--- src/rtl/vending_controller_param.sv ---
// vending_controller_param: vending FSM with coin validation, per-drink price/stock tables, inactivity timeout and greedy change
// Inputs : coin_valid/coin (acceptor), drink_sel/cancel (keypad), restock_valid/restock_id/restock_qty (service port)
// Outputs: total_money/state (status), drink_out/drink_valid (dispenser), change_coin/change_valid/change_done (hopper),
//          coin_reject/sel_reject (one-cycle refusals), sold_out (bit k-1 set when drink k is empty)
module vending_controller_param #(
  parameter int MONEY_W = 8,
  parameter int N_DRINKS = 4,
  parameter int SEL_W = 3,
  parameter logic [N_DRINKS*MONEY_W-1:0] PRICES = {8'd25, 8'd20, 8'd15, 8'd10},
  parameter int STOCK_W = 4,
  parameter int INIT_STOCK = 4,
  parameter int MAX_CREDIT = 200,
  parameter int TIMEOUT_CYC = 1000
) (
  input  logic                clk,
  input  logic                reset,
  input  logic                coin_valid,
  input  logic [MONEY_W-1:0]  coin,
  input  logic [SEL_W-1:0]    drink_sel,
  input  logic                cancel,
  input  logic                restock_valid,
  input  logic [SEL_W-1:0]    restock_id,
  input  logic [STOCK_W-1:0]  restock_qty,
  output logic [MONEY_W-1:0]  total_money,
  output logic [2:0]          state,
  output logic [SEL_W-1:0]    drink_out,
  output logic                drink_valid,
  output logic [MONEY_W-1:0]  change_coin,
  output logic                change_valid,
  output logic                change_done,
  output logic                coin_reject,
  output logic                sel_reject,
  output logic [N_DRINKS-1:0] sold_out
);
  typedef enum logic [2:0] {IDLE = 3'd0, CREDIT = 3'd1, VEND = 3'd2, CHANGE = 3'd3} state_t;
  localparam int CNT_W = $clog2(TIMEOUT_CYC + 1);
  state_t              state_q;
  logic [MONEY_W-1:0]  total_q, change_coin_q, price, change;
  logic [SEL_W-1:0]    drink_out_q;
  logic                drink_valid_q, change_valid_q, change_done_q, coin_reject_q, sel_reject_q;
  logic [N_DRINKS-1:0] sold_out_q;
  logic [STOCK_W-1:0]  stock_q [N_DRINKS];
  logic [STOCK_W-1:0]  stock_d [N_DRINKS];
  logic [STOCK_W-1:0]  sel_stock, base;
  logic [STOCK_W:0]    radd;
  logic [MONEY_W:0]    coin_sum;
  logic [CNT_W-1:0]    cnt_q;
  logic                coin_legal, coin_ok, decide, vend_ok, sel_rej, timeout;
  always_comb begin
    coin_legal = coin == MONEY_W'(1) || coin == MONEY_W'(5) || coin == MONEY_W'(10) || coin == MONEY_W'(50);
    coin_sum = {1'b0, total_q} + {1'b0, coin};
    // cancel outranks a coin in CREDIT, so a coin arriving with cancel is handed back
    coin_ok = coin_valid && coin_legal && coin_sum <= (MONEY_W+1)'(MAX_CREDIT) &&
              (state_q == IDLE || (state_q == CREDIT && !cancel));
    price = '0;
    sel_stock = '0;
    for (int k = 0; k < N_DRINKS; k++) begin
      if (drink_sel == SEL_W'(k + 1)) begin
        price = PRICES[k*MONEY_W +: MONEY_W];
        sel_stock = stock_q[k];
      end
    end
    decide = state_q == CREDIT && !cancel && !coin_ok;
    vend_ok = decide && drink_sel != '0 && drink_sel <= SEL_W'(N_DRINKS) && price <= total_q && sel_stock != '0;
    sel_rej = decide && drink_sel != '0 && !vend_ok;
    timeout = decide && drink_sel == '0 && cnt_q >= CNT_W'(TIMEOUT_CYC - 1);
    change = total_q >= MONEY_W'(50) ? MONEY_W'(50) : total_q >= MONEY_W'(10) ? MONEY_W'(10) :
             total_q >= MONEY_W'(5) ? MONEY_W'(5) : MONEY_W'(1);
    base = '0;
    radd = '0;
    // vend decrement is applied first so a same-cycle restock saturates the net value
    for (int k = 0; k < N_DRINKS; k++) begin
      base = stock_q[k] - STOCK_W'(vend_ok && drink_sel == SEL_W'(k + 1));
      radd = {1'b0, base} + {1'b0, restock_qty};
      stock_d[k] = restock_valid && restock_id == SEL_W'(k + 1) ? (radd[STOCK_W] ? '1 : radd[STOCK_W-1:0]) : base;
    end
  end
  always_ff @(posedge clk) begin
    if (reset) begin
      state_q <= IDLE;
      total_q <= '0;
      cnt_q <= '0;
      drink_out_q <= '0;
      drink_valid_q <= 1'b0;
      change_coin_q <= '0;
      change_valid_q <= 1'b0;
      change_done_q <= 1'b0;
      coin_reject_q <= 1'b0;
      sel_reject_q <= 1'b0;
      for (int k = 0; k < N_DRINKS; k++) stock_q[k] <= STOCK_W'(INIT_STOCK);
      sold_out_q <= {N_DRINKS{INIT_STOCK == 0}};
    end else begin
      drink_out_q <= '0;
      drink_valid_q <= 1'b0;
      change_coin_q <= '0;
      change_valid_q <= 1'b0;
      change_done_q <= 1'b0;
      coin_reject_q <= coin_valid && !coin_ok;
      sel_reject_q <= sel_rej;
      for (int k = 0; k < N_DRINKS; k++) begin
        stock_q[k] <= stock_d[k];
        sold_out_q[k] <= stock_d[k] == '0;
      end
      if (coin_ok) begin
        total_q <= coin_sum[MONEY_W-1:0];
        cnt_q <= '0;
      end else if (state_q == CREDIT && cnt_q < CNT_W'(TIMEOUT_CYC - 1)) cnt_q <= cnt_q + CNT_W'(1);
      case (state_q)
        IDLE: if (coin_ok) state_q <= CREDIT;
        CREDIT: begin
          if (cancel || timeout) state_q <= CHANGE;
          else if (vend_ok) begin
            state_q <= VEND;
            drink_valid_q <= 1'b1;
            drink_out_q <= drink_sel;
            total_q <= total_q - price;
          end
        end
        VEND: state_q <= CHANGE;
        CHANGE: begin
          if (total_q != '0) begin
            change_valid_q <= 1'b1;
            change_coin_q <= change;
            total_q <= total_q - change;
          end else begin
            change_done_q <= 1'b1;
            state_q <= IDLE;
          end
        end
        default: state_q <= IDLE;
      endcase
    end
  end
  assign total_money = total_q;
  assign state = state_q;
  assign drink_out = drink_out_q;
  assign drink_valid = drink_valid_q;
  assign change_coin = change_coin_q;
  assign change_valid = change_valid_q;
  assign change_done = change_done_q;
  assign coin_reject = coin_reject_q;
  assign sel_reject = sel_reject_q;
  assign sold_out = sold_out_q;
endmodule

--- config.mk ---
export PLATFORM = sky130hd
export DESIGN_NAME = vending_controller_param
export DESIGN_NICKNAME = d
export VERILOG_FILES = /design/src/rtl/vending_controller_param.sv
export SDC_FILE = /design/constraint.sdc
export NUM_CORES = 1
export LEC_CHECK = 0
export CAP_MARGIN = 20
export CORE_MARGIN = 1.5
export CORE_UTILIZATION = 30
export DETAILED_ROUTE_END_ITERATION = 7
export SLEW_MARGIN = 40
export SYNTH_ARGS = -nofsm -noshare
export SYNTH_HDL_FRONTEND = slang
export SYNTH_SLANG_ARGS = --single-unit
--- constraint.sdc ---
create_clock -name clk -period 7.12 [get_ports clk]
set_input_delay 1.424 -clock clk [delete_from_list [all_inputs] [get_ports clk]]
set_output_delay 1.424 -clock clk [all_outputs]
set_load 0.01 [all_outputs]
==> flow_summary.toml <==
[clocking]
cts_made_buffers = 5
cts.clk_slew.worst_paths_ns = 0.08
post_cts_buffers = 0
clock_sinks = 53
cts-root-buf = "clkbuf_16"
cts_resized = 0
postCtsHoldBufs = 0
h-tree-depth = 2
clock_path_buffers = 2
cts_tree = "built"
clk_latency_ns = 0.30

[job]
drv_cap = 0

[worst_setup_path]
critPathCaptureType = "flip-flop"
r2r_cells = 21
crit_fanout = 9
critPathSlowestCell = "clkdlybuf4s50_1"
crit_chain = "clkdlybuf4s50_1 -> nand2b_1 -> a21oi_1 -> ha_1 -> inv_1 -> fa_1 -> a21oi_1 -> o21bai_1 -> a211o_1 -> o32ai_1 -> inv_1 -> o2111ai_4 -> nor3_1 -> ha_1 -> xnor2_1 -> inv_1 -> fa_1 -> a21o_1 -> a211o_1 -> nor2_1 -> nor2_1 -> o2bb2ai_1 -> a21oi_1 -> nor3b_1"
cp-start-kind = "primary input"
path_class = "primary input to flip-flop"
slowest_delay_ns = 0.54
reg2reg_to = "sold_out[2]"
critPathLaunch = "drink_sel[2]"
worstPathRequired_ns = 7.34
crit_arrival_ns = 6.62
reg2reg_slack_ns = 2.21
r2r_start = "total_money[1]"

[die]
rows = 42
ioPinCount = 54
fp.dieW_um = 120
die_h_um = 120
die_area_sq_um = 14300
start_util = 0.308
fp.coreArea_sq_um = 13200

[min_path]
worstHoldStart = "cnt_q[9]"
whs_endpoint = "cnt_q[9]"
min_path_type = "flip-flop to flip-flop"
min_path_cells = 2

[drt]
drt-initial-drc-count = 236
drt_wl_total_mm = 9.86
vias = 3554
vias_per_cell = 5.07
wl_per_cell_um = 14.1
ant_nets = 0
drc_errors = 0
dr.pass1.iters = 6

[yosys]
synthAdderAreaFrac = 0.185
synth_top_family_by_area = "simple AND/OR/NAND/NOR gates"
synth_commonest_cells = "dfxtp_1, nor2_1, ha_1, inv_1"
synth_mux_area_frac = 0.0245
synth_xor_area_frac = 0.0837
yosysTopAreaCell = "dfxtp_1"
synth-simple-area-share = 0.197
synthCells = 479
synth_top_area_frac = 0.260
async_flop_share = 0
synth_most_common_cell = "dfxtp_1"
synth-compound-area-share = 0.193
synth-seq-cells = 53
synth_edf_count = 0
yosys-top-cells-area = "dfxtp_1, ha_1, nor2_1"
ys_warn_count = 0
synth_area_per_cell_sq_um = 8.52
ys_seq_area_frac = 0.260
synth_cell_types = 61
netlist_area_sq_um = 4080
synth_ff_type = "dfxtp_1"

[layout]
antenna_cells = 0
syn2layout_area_growth_pct = 19.8
drive_gt1_frac = 0.0438
finalInstanceArea_sq_um = 4890
final_util = 0.369
fill_cells = 1358
fin_nets = 603

[pwr]
leakagePower_nw = 2.14
ir_worst_vdd_uv = 90.5
p_per_area_nw_per_um2 = 143

[outcome]
outcome = "finished, final reports clean"

[grt]
grt_usage = 0.143
grt_max_degree = 26
grt_pass1_vias = 3608
antenna_found_initial = 0
met3_usage = 0.0219
met2_usage = 0.240
use_met1 = 0.188
top_usage_layer = "met2"
grt_pass1_wl_mm = 16.9
grt_overflow = 0

[sta]
finalHoldViolCount = 0
max_slew.worst_pin.slew_ns = 0.681
report.final.slew_viol_count = 0
setup_viol = 0
holdWs_ns = 0.480
fin_crit_ns = 6.40
slew_headroom = 0.542
fmax_ghz = 0.156
finalClockSkew_ns = 0.0112
fin_crit_sh = 0.899
setup_tns_ns = 0
grt_setup_unrepaired = "no"

[placement]
placement.io_buffers = 50
place_congestion = 0.855
dp_hpwl_mm = 7.78
placed_cell_area_sq_um = 4730
[metrics by stage]
| step | std cells | setup slack [ns] | power [mW] |
|---|---|---|---|
| finish | 701 | 0.721 | 0.697 |
| global placement | 693 | 0.659 | 0.444 |
| CTS | 701 | 0.728 | 0.704 |
| floorplan | 481 | 1.15 | 0.407 |
| detailed placement | 693 | 0.451 | 0.448 |
| global route | 701 | 0.0735 | 0.733 |
[cell families after synthesis]
kind of cell | after synthesis
adders and majority gates | 56
other | 1
AOI/OAI and AO/OA | 111
xor gates and xnor gates | 39
buffers and inverters | 54
muxes | 9
and+or+nand+nor | 156
DFF | 53
[worst max path at each step]
stage / end / slack, ns / cells after the start
after global placement: sold_out[1] / 0.66 / 24
after CTS: sold_out[3] / 0.73 / 24
after detailed placement: sold_out[1] / 0.45 / 24
after floorplan: sold_out[1] / 1.15 / 25
after global routing: sold_out[1] / 0.07 / 24
final: sold_out[1] / 0.72 / 24
[report_power, final]
part | switching, mW | internal (mW)
sequential | 0.00487 | 0.301
clock | 0.120 | 0.135
combinational | 0.0725 | 0.0627
total | 0.198 | 0.499
[critical path, delay by kind of cell]
kind,cells,cell delay (ns)
buffers and inverters,4,0.88
AND/OR/NAND/NOR,5,0.75
adder cells (fa/ha/maj),4,1.26
AO/OA/AOI/OAI,10,2.02
XOR/XNOR,1,0.29
[layout make-up]
class / count / area [sq um] / area share
Multi-Input combinational cell: 374 / 2800 / 0.572
Sequential cell: 53 / 1060 / 0.217
Timing Repair Buffer: 52 / 515 / 0.105
Tap cell: 176 / 220 / 0.0450
Inverter: 38 / 143 / 0.0292
Clock buffer: 5 / 125 / 0.0256
Clock inverter: 3 / 28.8 / 0.00589
[cell usage in the layout, fill, tap and decap left out, drive strengths merged, types with 5 or more instances in the layout]
| cell | n |
|---|---|
| a211o | 6 |
| a211oi | 5 |
| a21o | 10 |
| a21oi | 24 |
| and3 | 5 |
| clkbuf | 5 |
| clkdlybuf4s50 | 50 |
| dfxtp | 53 |
| fa | 7 |
| ha | 49 |
| inv | 40 |
| mux2i | 7 |
| nand2 | 21 |
| nand2b | 11 |
| nand3 | 8 |
| nand4 | 6 |
| nor2 | 52 |
| nor2b | 5 |
| nor3 | 15 |
| nor3b | 8 |
| nor4 | 6 |
| o21ai | 18 |
| o22ai | 15 |
| xnor2 | 17 |
| xor2 | 22 |
[per-layer routing]
layer  vias up  share of wire
li1       1802              -
met2        74           0.47
met4         0          0.015
met3        13          0.031
met1      1665           0.49
met5         -              0
[flip-flops by register name, summed over array words and instances (netlist names), 2 cells and up]
register	flops
stock_q	16
cnt_q	10
total_money	8
drink_out	3
state	2
change_coin	5
sold_out	4
No activity file was read; power rests on OpenSTA's default activity.
